--- src/rtl/cm_pkg.sv ---
// Shared types and constants for the image-buffer control sequencer.
package cm_pkg;

   typedef enum logic [2:0] {IDLE, WRITE, READ, DRAIN, DONE} state_e;

   localparam int RD_DEPTH_DEF   = 512;
   localparam int BYTES_PER_WORD = 4;

endpackage

--- src/rtl/cm_counter.sv ---
// Up-counter with enable, synchronous clear and terminal-count flag.
// It wraps to zero on the cycle after it reaches MAX.
module cm_counter #(
   parameter int W   = 8,
   parameter int MAX = 255
) (
   input  logic         clk,
   input  logic         reset,
   input  logic         en,
   input  logic         clr,
   output logic [W-1:0] cnt,
   output logic         tc
);

   logic [W-1:0] cnt_d, cnt_q;

   assign cnt = cnt_q;
   assign tc  = (cnt_q == W'(MAX));

   always_comb begin
      cnt_d = cnt_q;
      if (clr)
         cnt_d = '0;
      else if (en)
         cnt_d = tc ? '0 : cnt_q + 1'b1;
   end

   always_ff @(posedge clk or negedge reset) begin
      if (!reset)
         cnt_q <= '0;
      else
         cnt_q <= cnt_d;
   end

endmodule

--- src/rtl/cm_sequencer.sv ---
// Write-then-read pass sequencer for the two image BRAMs; all outputs registered.
// Define CM_ADDR_OUT_EN to expose the byte/word counters as wr_addr / rd_addr.
module cm_sequencer
   import cm_pkg::*;
#(
   parameter int RD_DEPTH = RD_DEPTH_DEF,
   parameter int RD_AW    = 9,
   parameter int WR_AW    = 11
) (
   input  logic             clk,
   input  logic             reset,
   input  logic             start,
   output logic             ena,
   output logic             wea1,
   output logic             wea2,
   output logic             enb,
   output logic [1:0]       sel,
   output logic             complete
`ifdef CM_ADDR_OUT_EN
  ,output logic [WR_AW-1:0] wr_addr,
   output logic [RD_AW-1:0] rd_addr
`endif
);

   // Read counter counts bytes; the upper bits form the word index.
   localparam int RC_W = RD_AW + 2;
   localparam int LAST = BYTES_PER_WORD * RD_DEPTH - 1;

   state_e          state_d, state_q;
   logic            ena_d, ena_q;
   logic            we_d, we_q;
   logic            enb_d, enb_q;
   logic            complete_d, complete_q;
   logic [1:0]      sel_d, sel_q;
   logic [WR_AW-1:0] wr_cnt;
   logic [RC_W-1:0]  rd_cnt;
   logic            wr_tc, rd_tc;

   cm_counter #(.W(WR_AW), .MAX(LAST)) u_wr_cnt (
      .clk   (clk),
      .reset (reset),
      .en    (state_q == WRITE),
      .clr   (state_q == IDLE),
      .cnt   (wr_cnt),
      .tc    (wr_tc)
   );

   cm_counter #(.W(RC_W), .MAX(LAST)) u_rd_cnt (
      .clk   (clk),
      .reset (reset),
      .en    (state_q == READ),
      .clr   (state_q == IDLE),
      .cnt   (rd_cnt),
      .tc    (rd_tc)
   );

   always_comb begin
      state_d = state_q;
      case (state_q)
         IDLE:    if (start) state_d = WRITE;
         WRITE:   if (wr_tc) state_d = READ;
         READ:    if (rd_tc) state_d = DRAIN;
         DRAIN:   state_d = DONE;
         DONE:    if (!start) state_d = IDLE;
         default: state_d = IDLE;
      endcase

      // Outputs follow the next state so they line up with it after the edge.
      ena_d      = (state_d == WRITE);
      we_d       = (state_d == WRITE);
      enb_d      = (state_d == READ);
      complete_d = (state_d == DONE);
      // Byte select trails the read address by the BRAM's one-cycle latency.
      sel_d      = (state_d == READ || state_d == DRAIN) ? rd_cnt[1:0] : 2'd0;
   end

   always_ff @(posedge clk or negedge reset) begin
      if (!reset) begin
         state_q    <= IDLE;
         ena_q      <= 1'b0;
         we_q       <= 1'b0;
         enb_q      <= 1'b0;
         complete_q <= 1'b0;
         sel_q      <= 2'd0;
      end else begin
         state_q    <= state_d;
         ena_q      <= ena_d;
         we_q       <= we_d;
         enb_q      <= enb_d;
         complete_q <= complete_d;
         sel_q      <= sel_d;
      end
   end

   assign ena      = ena_q;
   assign wea1     = we_q;
   assign wea2     = we_q;
   assign enb      = enb_q;
   assign complete = complete_q;
   assign sel      = sel_q;

`ifdef CM_ADDR_OUT_EN
   // Both counters wrap to zero at the end of their phase, so they read 0 outside it.
   assign wr_addr = wr_cnt;
   assign rd_addr = rd_cnt[RC_W-1:2];
`else
   logic unused_cnt;
   assign unused_cnt = ^{wr_cnt, rd_cnt[RC_W-1:2]};
`endif

endmodule

--- config.mk ---
export PLATFORM = sky130hd
export DESIGN_NAME = cm_sequencer
export DESIGN_NICKNAME = d
export VERILOG_FILES = /design/src/rtl/cm_pkg.sv /design/src/rtl/cm_counter.sv /design/src/rtl/cm_sequencer.sv
export SDC_FILE = /design/constraint.sdc
export NUM_CORES = 1
export LEC_CHECK = 0
export BUFFER_PORTS_ARGS = -buffer_cell sky130_fd_sc_hd__buf_2
export CORE_UTILIZATION = 40
export DETAILED_ROUTE_END_ITERATION = 12
export GPL_ROUTABILITY_DRIVEN = 0
export GPL_TIMING_DRIVEN = 0
export HOLD_SLACK_MARGIN = 0.06
export PLACE_DENSITY_LB_ADDON = 0.25
export SYNTH_ARGS = -nofsm -noshare
export SYNTH_HDL_FRONTEND = slang
export SYNTH_HIERARCHICAL = 1
export SYNTH_SLANG_ARGS = --single-unit
--- constraint.sdc ---
create_clock -name clk -period 2.3 [get_ports clk]
set_clock_uncertainty 0.05 [all_clocks]
set_input_delay 0.46 -clock clk [delete_from_list [all_inputs] [get_ports clk]]
set_output_delay 0.46 -clock clk [all_outputs]
set_load 0.01 [all_outputs]
Yosys cells after proc, flatten, opt, wreduce, memory -nomap -nowiden
Cells that the tools add are included.
{"block": "word_totals", "out_inout_bits": 7, "wordCells": 35, "input_bits": 3, "register_bits": 30}
{"block": "op_classes", "n_reduce_logical": 4, "n_addsub": 2, "mux": 12, "n_eq_ne": 10}
{"op": "$mux W11", "n": 6}
{"op": "$add A11 B1 Y11 const B", "n": 2}
{"op": "$eq A11 B11 Y1 const B", "n": 2}
{"op": "$pmux W3 S5", "n": 1}
{"op": "$eq A3 B2 Y1 const B", "n": 4}
{"op": "$mux W3", "n": 4}
{"op": "$eq A3 B1 Y1 const B", "n": 2}
{"op": "$eq A3 B3 Y1 const B", "n": 2}
{"op": "$reduce_bool A2 Y1", "n": 2}
{"op": "$logic_not A3 Y1", "n": 1}
{"op": "$mux W2", "n": 1}
{"op": "$logic_or A1 B1 Y1", "n": 1}

Depth between registers and ports, before layout
Gate-level depths: netlist (run 1).
{"block": "depth", "word_depth": 6, "mapped_depth": 7, "mapped_depth_nobuf": 5}

By module
The synthesis (run 1) kept the hierarchy.
{"module": "cm_counter", "n_inst": 2, "area_each_um2": 635.6, "cells_per_inst": 63, "seq_area_each_um2": 275.3}
{"module": "cm_sequencer", "n_inst": 1, "area_each_um2": 375.4, "cells_per_inst": 32, "seq_area_each_um2": 200.2}

Worst setup path after synthesis (run 1)
OpenSTA, ideal clock, no wires.
{"block": "synth_path", "path_type": "register to register", "startpoint": "register state_q[1]", "endpoint": "register u_rd_cnt.cnt_q[8] (netlist: u_rd_cnt/cnt[8])", "setup_slack_ns": 0.423, "setup_ns": 0.078, "arrival_ns": 1.749, "n_path_buf": 2, "required_ns": 2.172, "stages_incl_launch_ff": 8, "period_less_slack_ns": 1.877, "cell_sequence": "dfrtp_1 -> buf_6 -> or3b_4 -> inv_1 -> buf_2 -> nand2_1 -> or4_1 -> a21oi_1"}
{"block": "synth_between", "elab_chain_len": 2, "elab_cells_between_ends": 4}
{"item": "from (decl)", "line_no": "cm_sequencer.sv:29", "rtl": "state_e state_d, state_q;"}
{"item": "from (signal assigned)", "line_no": "cm_sequencer.sv:86", "rtl": "state_q <= state_d;"}
{"item": "$eq A3 B2 Y1 or $logic_not A3 Y1 (tied branches)", "line_no": "cm_sequencer.sv:51, cm_sequencer.sv:52"}
{"item": "$reduce_bool A2 Y1 (no line) or $mux W11 (tied branches)"}
{"item": "to (signal assigned)", "line_no": "cm_counter.sv:32", "rtl": "cnt_q <= cnt_d;"}
{"item": "to (decl)", "line_no": "cm_counter.sv:15", "rtl": "logic [W-1:0] cnt_d, cnt_q;"}
Parallel ways exist; a longest one is shown, timed or not.
A chain may end at the register's enable or synchronous reset.

Worst setup path in the final report (run 1)
{"block": "layout_path", "startpoint": "register state_q[0]", "endpoint": "register u_rd_cnt.cnt_q[7] (netlist: u_rd_cnt/cnt[7])"}
Same word-level chain as after synthesis.

==> results of run 1 <==
[placed cells by master, fill, tap and decap left out, types with 3 or more instances in the layout]
cell type and n:
clkbuf_8 6, o211ai_1 4, inv_1 7, or4_1 6
xor2_1 6, or3_1 6, nand3_1 4, clkbuf_1 3
o31ai_1 8, nand2_1 7, buf_6 4, o21ai_0 4
o2111ai_1 4, nand2b_1 6, o311ai_1 4, dfrtp_1 30
buf_2 11, nor2_1 8, a21oi_1 15
[state kept, by name (all words and copies together) (netlist names)]
| signal | count |
|---|---|
| u_rd_cnt/cnt | 11 |
| sel | 2 |
| u_wr_cnt/cnt | 11 |
| state_q | 3 |
| enb | 1 |
| complete | 1 |
| wea1 | 1 |
[stage by stage]
| step | total power, W | cell area [um2] | setup TNS (ps) |
|---|---|---|---|
| global placement | 0.0008372 | 1752 | -258.3 |
| floorplan | 0.0007931 | 1647 | 0 |
| CTS | 0.001291 | 1848 | 0 |
| detailed placement | 0.0008475 | 1752 | -345.7 |
| global route | 0.001354 | 1862 | 0 |
| finish | 0.001276 | 1862 | 0 |
[per-layer routing]
layer | share of wire | vias to the layer above | wire length, um | global-route usage
li1 | - | 636 | - | -
met1 | 0.47 | 624 | 1550 | 0.2186
met2 | 0.48 | 22 | 1561 | 0.2870
met3 | 0.041 | 4 | 135 | 0.06207
met4 | 0.0089 | 0 | 29 | 0.07181
met5 | 0 | - | 0 | 0
[power by group through the flow]
stage          clock network, W  registers [W]  logic, W
6_report               0.000437       0.000670  0.000170
5_1_grt                0.000475       0.000680  0.000199
3_5_place_dp                  0       0.000678  0.000169
3_3_place_gp                  0       0.000674  0.000163
2_1_floorplan                 0       0.000662  0.000131
4_1_cts                0.000451       0.000669  0.000172
[critical path, delay by kind of cell, from the launching register on]
| kind | cells | cell delay, ps |
|---|---|---|
| simple gates | 2 | 710 |
| buf+inv | 2 | 550 |
| compound gates | 2 | 280 |
| flops | 1 | 400 |
[cell type report]
class | instances | share of cell area
timing repair buffer | 9 | 0.02419
tap | 48 | 0.03226
clock inverter | 1 | 0.002688
clock buffer | 7 | 0.04637
multi-input combinational | 111 | 0.4355
inverter | 7 | 0.01411
sequential | 30 | 0.4032
buffer | 10 | 0.04167
[logic make-up after synthesis]
family                     count (synthesis)  share of synthesized area
DFF                                       30                     0.4559
buffers and inverters                     17                    0.06307
AOI/OAI and AO/OA                         49                     0.2120
xor gates and xnor gates                   6                    0.03191
adders and majority gates                  2                    0.01520
and+or+nand+nor                           54                     0.2219
[Yosys cell counts (all sizes together)]
master   number  area (um2)
a211o         1       8.760
a21boi        2       15.01
a21oi        15       75.07
buf           8       70.06
clkbuf        2       7.510
dfrtp        30       750.7
ha            2       25.02
inv           7       26.28
nand2         8       30.03
nand2b        6       37.54
nand3         4       20.02
nand3b        2       15.01
nand4         4       67.56
nand4bb       2       22.52
nor2          8       30.03
nor3          3       15.01
nor3b         1       7.510
o2111ai       4       35.03
o211ai        4       30.03
o21ai         5       25.02
o21bai        2       15.01
o221ai        2       17.52
o311ai        4       35.03
o31ai         8       60.06
o41ai         2       32.53
or3           6       37.54
or3b          4       37.54
or4           6       45.04
xor2          6       52.55
[path summary, 6_finish.rpt]
| kind | end | slack [ps] |
|---|---|---|
| setup / recovery | u_rd_cnt/cnt[7]$_DFFE_PN0P_ | 170 |
| hold / removal | complete$_DFF_PN0_ | 160 |
| setup reg to reg | u_rd_cnt/cnt[7]$_DFFE_PN0P_ | 170 |
| hold reg to reg | u_rd_cnt/cnt[9]$_DFFE_PN0P_ | 510 |
| max in group asynchronous | u_wr_cnt/cnt[3]$_DFFE_PN0P_ | 1600 |
| min in group clk | complete$_DFF_PN0_ | 410 |
[timing repair]
| action | CTS | global route |
|---|---|---|
| pin swaps | 0 | 0 |
| cloned | 0 | 0 |
| hold buffers | 0 | 0 |
| resized for setup | 1 | 2 |
| setup endpoints to repair | 8 | 2 |
| endpoints found under the hold margin | 0 | 0 |
==> flow_summary.ini, run 1 <==
[finish]
regArea_um2 = 750.7
fin_cells = 223
multiInputGateArea_um2 = 810.8
finalNetCount = 179
area_growth_pct = 13.07
n_fill_cell = 364
drive_gt1_frac = 0.2000
diodes = 0
post-route-util = 0.4901

[timing]
slew_viol_final = 0
fin_ws_ps = 173.3
period_minus_slack_ps = 2127
slew_headroom = 0.5545
rsz0062_at_grt = no
worst_pin_slew_ps = 668.2
finalSetupViolations = 0
fin_crit_sh = 0.9246
max_freq_mhz = 470.2
whs_ps = 162.1
finalHoldViolations = 0

[floorplan]
dieArea_um2 = 4377
coreArea_um2 = 3799
fp.dieW_um = 66.16
pin_count = 10
start_util = 0.4335
fp.dieH_um = 66.16
fp-row-count = 22

[logic_synthesis]
syn_nets = 163
yosysUniqueCellTypes = 35
synth-seq-area-share = 0.4559
synth_area_um2 = 1647
avgSynthCellArea_um2 = 10.42
ys_ff_latch = 30
ys_warn_count = 6
syn-instance-count = 158

[cts]
ctsHtreeMaxLevel = 2
clk_pin_slew_ps = 60
worstSkewPairLatency_ps = 280
cts_buffer_depth = 2
cts_buffers = 5
cts_sinks = 30
cts_setup_buffers = 0
cts_tree = yes
cts_root_buf = clkbuf_8

[power]
clkPwrFrac = 0.342
power.share.combinational = 0.133
power_leakage_nw = 0.8019
power_density_nw_per_um2 = 685.5
vdd_ir_drop_max_mv = 0.2505
swShare = 0.2939
internal_power_w = 0.0009012
p_switching_w = 0.0003751
p_seq_frac = 0.525

[worst_setup_path]
cp-start-kind = register
crit_arrival_ps = 2210
reg2reg_depth = 6
worstPathMaxFanout = 10
setup.worst_path.class = register to register
crit_chain = buf_6 > nor3_2 > clkbuf_1 > nand2b_1 > o21bai_1 > o221ai_1
startpoint = state_q[0]$_DFF_PN0_
r2r_start = state_q[0]$_DFF_PN0_
slowest_stage = nor3_2
crit_path_max_incr_delay_ps = 510
worstPathRequired_ps = 2390
cp-end-kind = register

[detailed_routing]
firstDrtPassIters = 4
routedWlPerCell_um = 14.69
antenna_left = 0
route.detailed.drc = 0
routed_wl_um = 3276
vias = 1286
vias_per_cell = 5.767
first_iter_violations = 88

[hold_path]
hold_path.class = input port to async pin

[placed_design]
post-dp-hpwl_um = 2207
place_ws_ps = -90.98
io_buffers = 9
placedCellCount = 215

[global_route]
grt_use_total = 0.1791
grt-ovfl-total = 0
antenna_found_initial = 0
grt_pass1_vias = 1287
grt_pass1_wl_um = 5844
grt_start_max_net_pins = 31

[outcome]
status = finished clean

[run]
cap_violations = 0
Note: power is estimated with default switching activity, not from simulation.
==> inputs of run 2 (changes only) <==
- ABC_AREA: unset -> 1
==> run 2 against run 1 <==
  * Final cell count grew 24%
  * Utilization down 2.0 points
  * First-iteration DRC count shrank 35%
  * Largest power group unchanged
  * Worst setup slack improved by 290 ps
  * Critical path type unchanged
  * Clock-buffer cell count stayed put
  * Cell area is 2.4% higher
  * Non-clock buffer count decreased by 8
  * Total power fell by 28%
==> flow_summary.ini, run 2 <==
[logic_synthesis]
synth_fa_ha_area_frac = 0.01453
synth_area_leaders = dfrtp_1 44%, nand2_1 13%, inv_1 5.2%, nor2_1 5.2%, nor2_4 5.2%
synth-edff-count = 0
avgSynthCellArea_um2 = 8.198
synth-simple-area-share = 0.3939
synth-seq-area-share = 0.4360
yosysMostFrequentCell = nand2_1
ys_warn_count = 6
netlist_top_cells_count = 58 x nand2_1, 30 x dfrtp_1, 24 x inv_1, 24 x nor2_1, 11 x nand3_1
synth_top_family_by_area = simple AND/OR/NAND/NOR gates
synthMuxAreaShare = 0
synth_ff_type = dfrtp_1
syn_nets = 215
yosysUniqueCellTypes = 22
yosys.area_share.xor_xnor = 0.02035
syn-instance-count = 210
yosys.area.top_type = dfrtp_1
ys_ff_latch = 30
synth_area_um2 = 1722
synth_top_area_share = 0.4360
async_flop_share = 1.000
synth_compound_area_frac = 0.05669

[power]
vdd_ir_drop_max_mv = 0.3122
power.share.combinational = 0.013
power_leakage_nw = 0.9662
p_switching_w = 0.0001848
total_power_w = 0.0009216
clkPwrFrac = 0.414
power_density_nw_per_um2 = 483.6
swShare = 0.2005
internal_power_w = 0.0007368
p_seq_frac = 0.573

[timing]
slew_headroom = 0.5531
fin_crit_sh = 0.7993
slew_viol_final = 0
tns_ps = 0
rsz0062_at_grt = no
worst_pin_slew_ps = 670.4
finalSetupViolations = 0
period_minus_slack_ps = 1838
finalHoldViolations = 0
max_freq_mhz = 544.0

[detailed_routing]
vias = 1285
routedWlPerCell_um = 10.59
antenna_left = 0
vias_per_cell = 4.656
route.detailed.drc = 0
firstDrtPassIters = 4
first_iter_violations = 57
routed_wl_um = 2924

[cts]
cts_tree = yes
ctsResizeCount = 0
clk_pin_slew_ps = 60
hold_buffers = 0
cts_setup_buffers = 0
cts_root_buf = clkbuf_8
cts_buffer_depth = 2
worstSkewPairLatency_ps = 280
cts_buffers = 5
ctsHtreeMaxLevel = 2
cts_sinks = 30

[worst_setup_path]
setup.worst_path.class = register to register
cp-end-kind = register
worstPathMaxFanout = 6
crit_chain = nor2_1 > inv_1 > nor2_1 > nor2_4 > nor2_2 > nand2_1 > o21bai_1 > nand2_1 > inv_1
cp-start-kind = register
slowest_stage = dfrtp_1
crit_path_max_incr_delay_ps = 440
worstPathRequired_ps = 2470
crit_arrival_ps = 2010

[placed_design]
post-dp-hpwl_um = 2194
io_buffers = 9
place_area_um2 = 1829

[global_route]
grt-ovfl-total = 0
grt_pass1_vias = 1178
grt_pass1_wl_um = 5043
grt_use_total = 0.1530
grt_start_max_net_pins = 31
antenna_found_initial = 0

[floorplan]
fp-row-count = 23
fp.dieW_um = 67.61
dieArea_um2 = 4570
fp.dieH_um = 67.61
start_util = 0.4243
coreArea_um2 = 4058
pin_count = 10

[finish]
final_common_cell = nand2_1
final_area_um2 = 1906
area_growth_pct = 10.68
diodes = 0
drive_gt1_frac = 0.2212
layout_common_cells = 58 x nand2_1, 30 x dfrtp_1, 24 x inv_1, 24 x nor2_1, 11 x nand3_1
finalNetCount = 231
n_fill_cell = 415

[run]
cap_violations = 0

[outcome]
status = finished clean

[hold_path]
hold_path.class = input port to async pin
==> run 2: changes by cell type in the layout (fill, tap and decap cells not counted), sizes merged, moves of 6 or more <==
cell and change:
nand2 +53, nor2 +33, inv +25, nand3 +11, a21oi -8, o31ai -8
buf -6, nand2b -6, or3 -6, or4 -6
==> run 2: worst paths after layout <==
path | from | endpoint | slack (ps) | cells past startpoint
worst min register to register | u_wr_cnt/cnt[1]$_DFFE_PN0P_ | u_wr_cnt/cnt[1]$_DFFE_PN0P_ | 460 | 2
worst min-delay path | reset | u_wr_cnt/cnt[5]$_DFFE_PN0P_ | 160 | 1
min in group clk | start | complete$_DFF_PN0_ | 440 | 3
worst max-delay path | state_q[0]$_DFF_PN0_ | u_wr_cnt/cnt[8]$_DFFE_PN0P_ | 460 | 9
worst max register to register | state_q[0]$_DFF_PN0_ | u_wr_cnt/cnt[8]$_DFFE_PN0P_ | 460 | 9
max in group asynchronous | reset | u_wr_cnt/cnt[2]$_DFFE_PN0P_ | 1600 | 1
==> run 2: layout make-up <==
class                   instances  area (um2)  share of cell area
inverters                      32       120.1             0.06303
multi-input cells             146       835.8              0.4386
clock buffers                   7       76.32             0.04005
plain buffers                   2       15.01            0.007879
flip-flops and latches         30       750.7              0.3940
repair buffers                  9       45.04             0.02364
well taps                      50       62.56             0.03283
==> run 2: worst max-delay path, delay by kind of cell, from the launching register on <==
family | cells | cell delay, ps
simple gates | 6 | 1030
flops | 1 | 440
compound gates | 1 | 140
buf+inv | 2 | 120
==> run 2: power by group through the flow <==
stage,clock network [W],registers [W],logic [W]
after floorplan,0,0.000538,0.0000000300
after global placement,0,0.000537,0.0000128
after detailed placement,0,0.000537,0.0000128
after CTS,0.000405,0.000528,0.0000126
after global routing,0.000427,0.000527,0.0000147
final,0.000382,0.000528,0.0000116
==> run 2: per-layer routing <==
metal,global-route usage,share of wire,vias to the layer above
li1,-,-,687
met1,0.1929,0.50,575
met2,0.2302,0.45,15
met3,0.04561,0.033,8
met4,0.08777,0.021,0
met5,0,0,-
==> run 2: through the flow <==
stage	util	worst slack, ps	hold slack [ps]	instances
floorplan	-	677.4	114.4	210
global placement	0.4508	462.4	451.7	269
detailed placement	0.4508	447.0	445.2	269
finish	0.4696	461.6	160.5	276
CTS	0.4696	441.6	178.1	276
global route	0.4696	182.0	230.5	276
==> run 2: cells by family after synthesis <==
logic type / count (synthesis)
DFF: 30
adders and majority gates: 2
xor gates and xnor gates: 4
and+or+nand+nor: 127
AOI/OAI and AO/OA: 13
buffers and inverters: 34
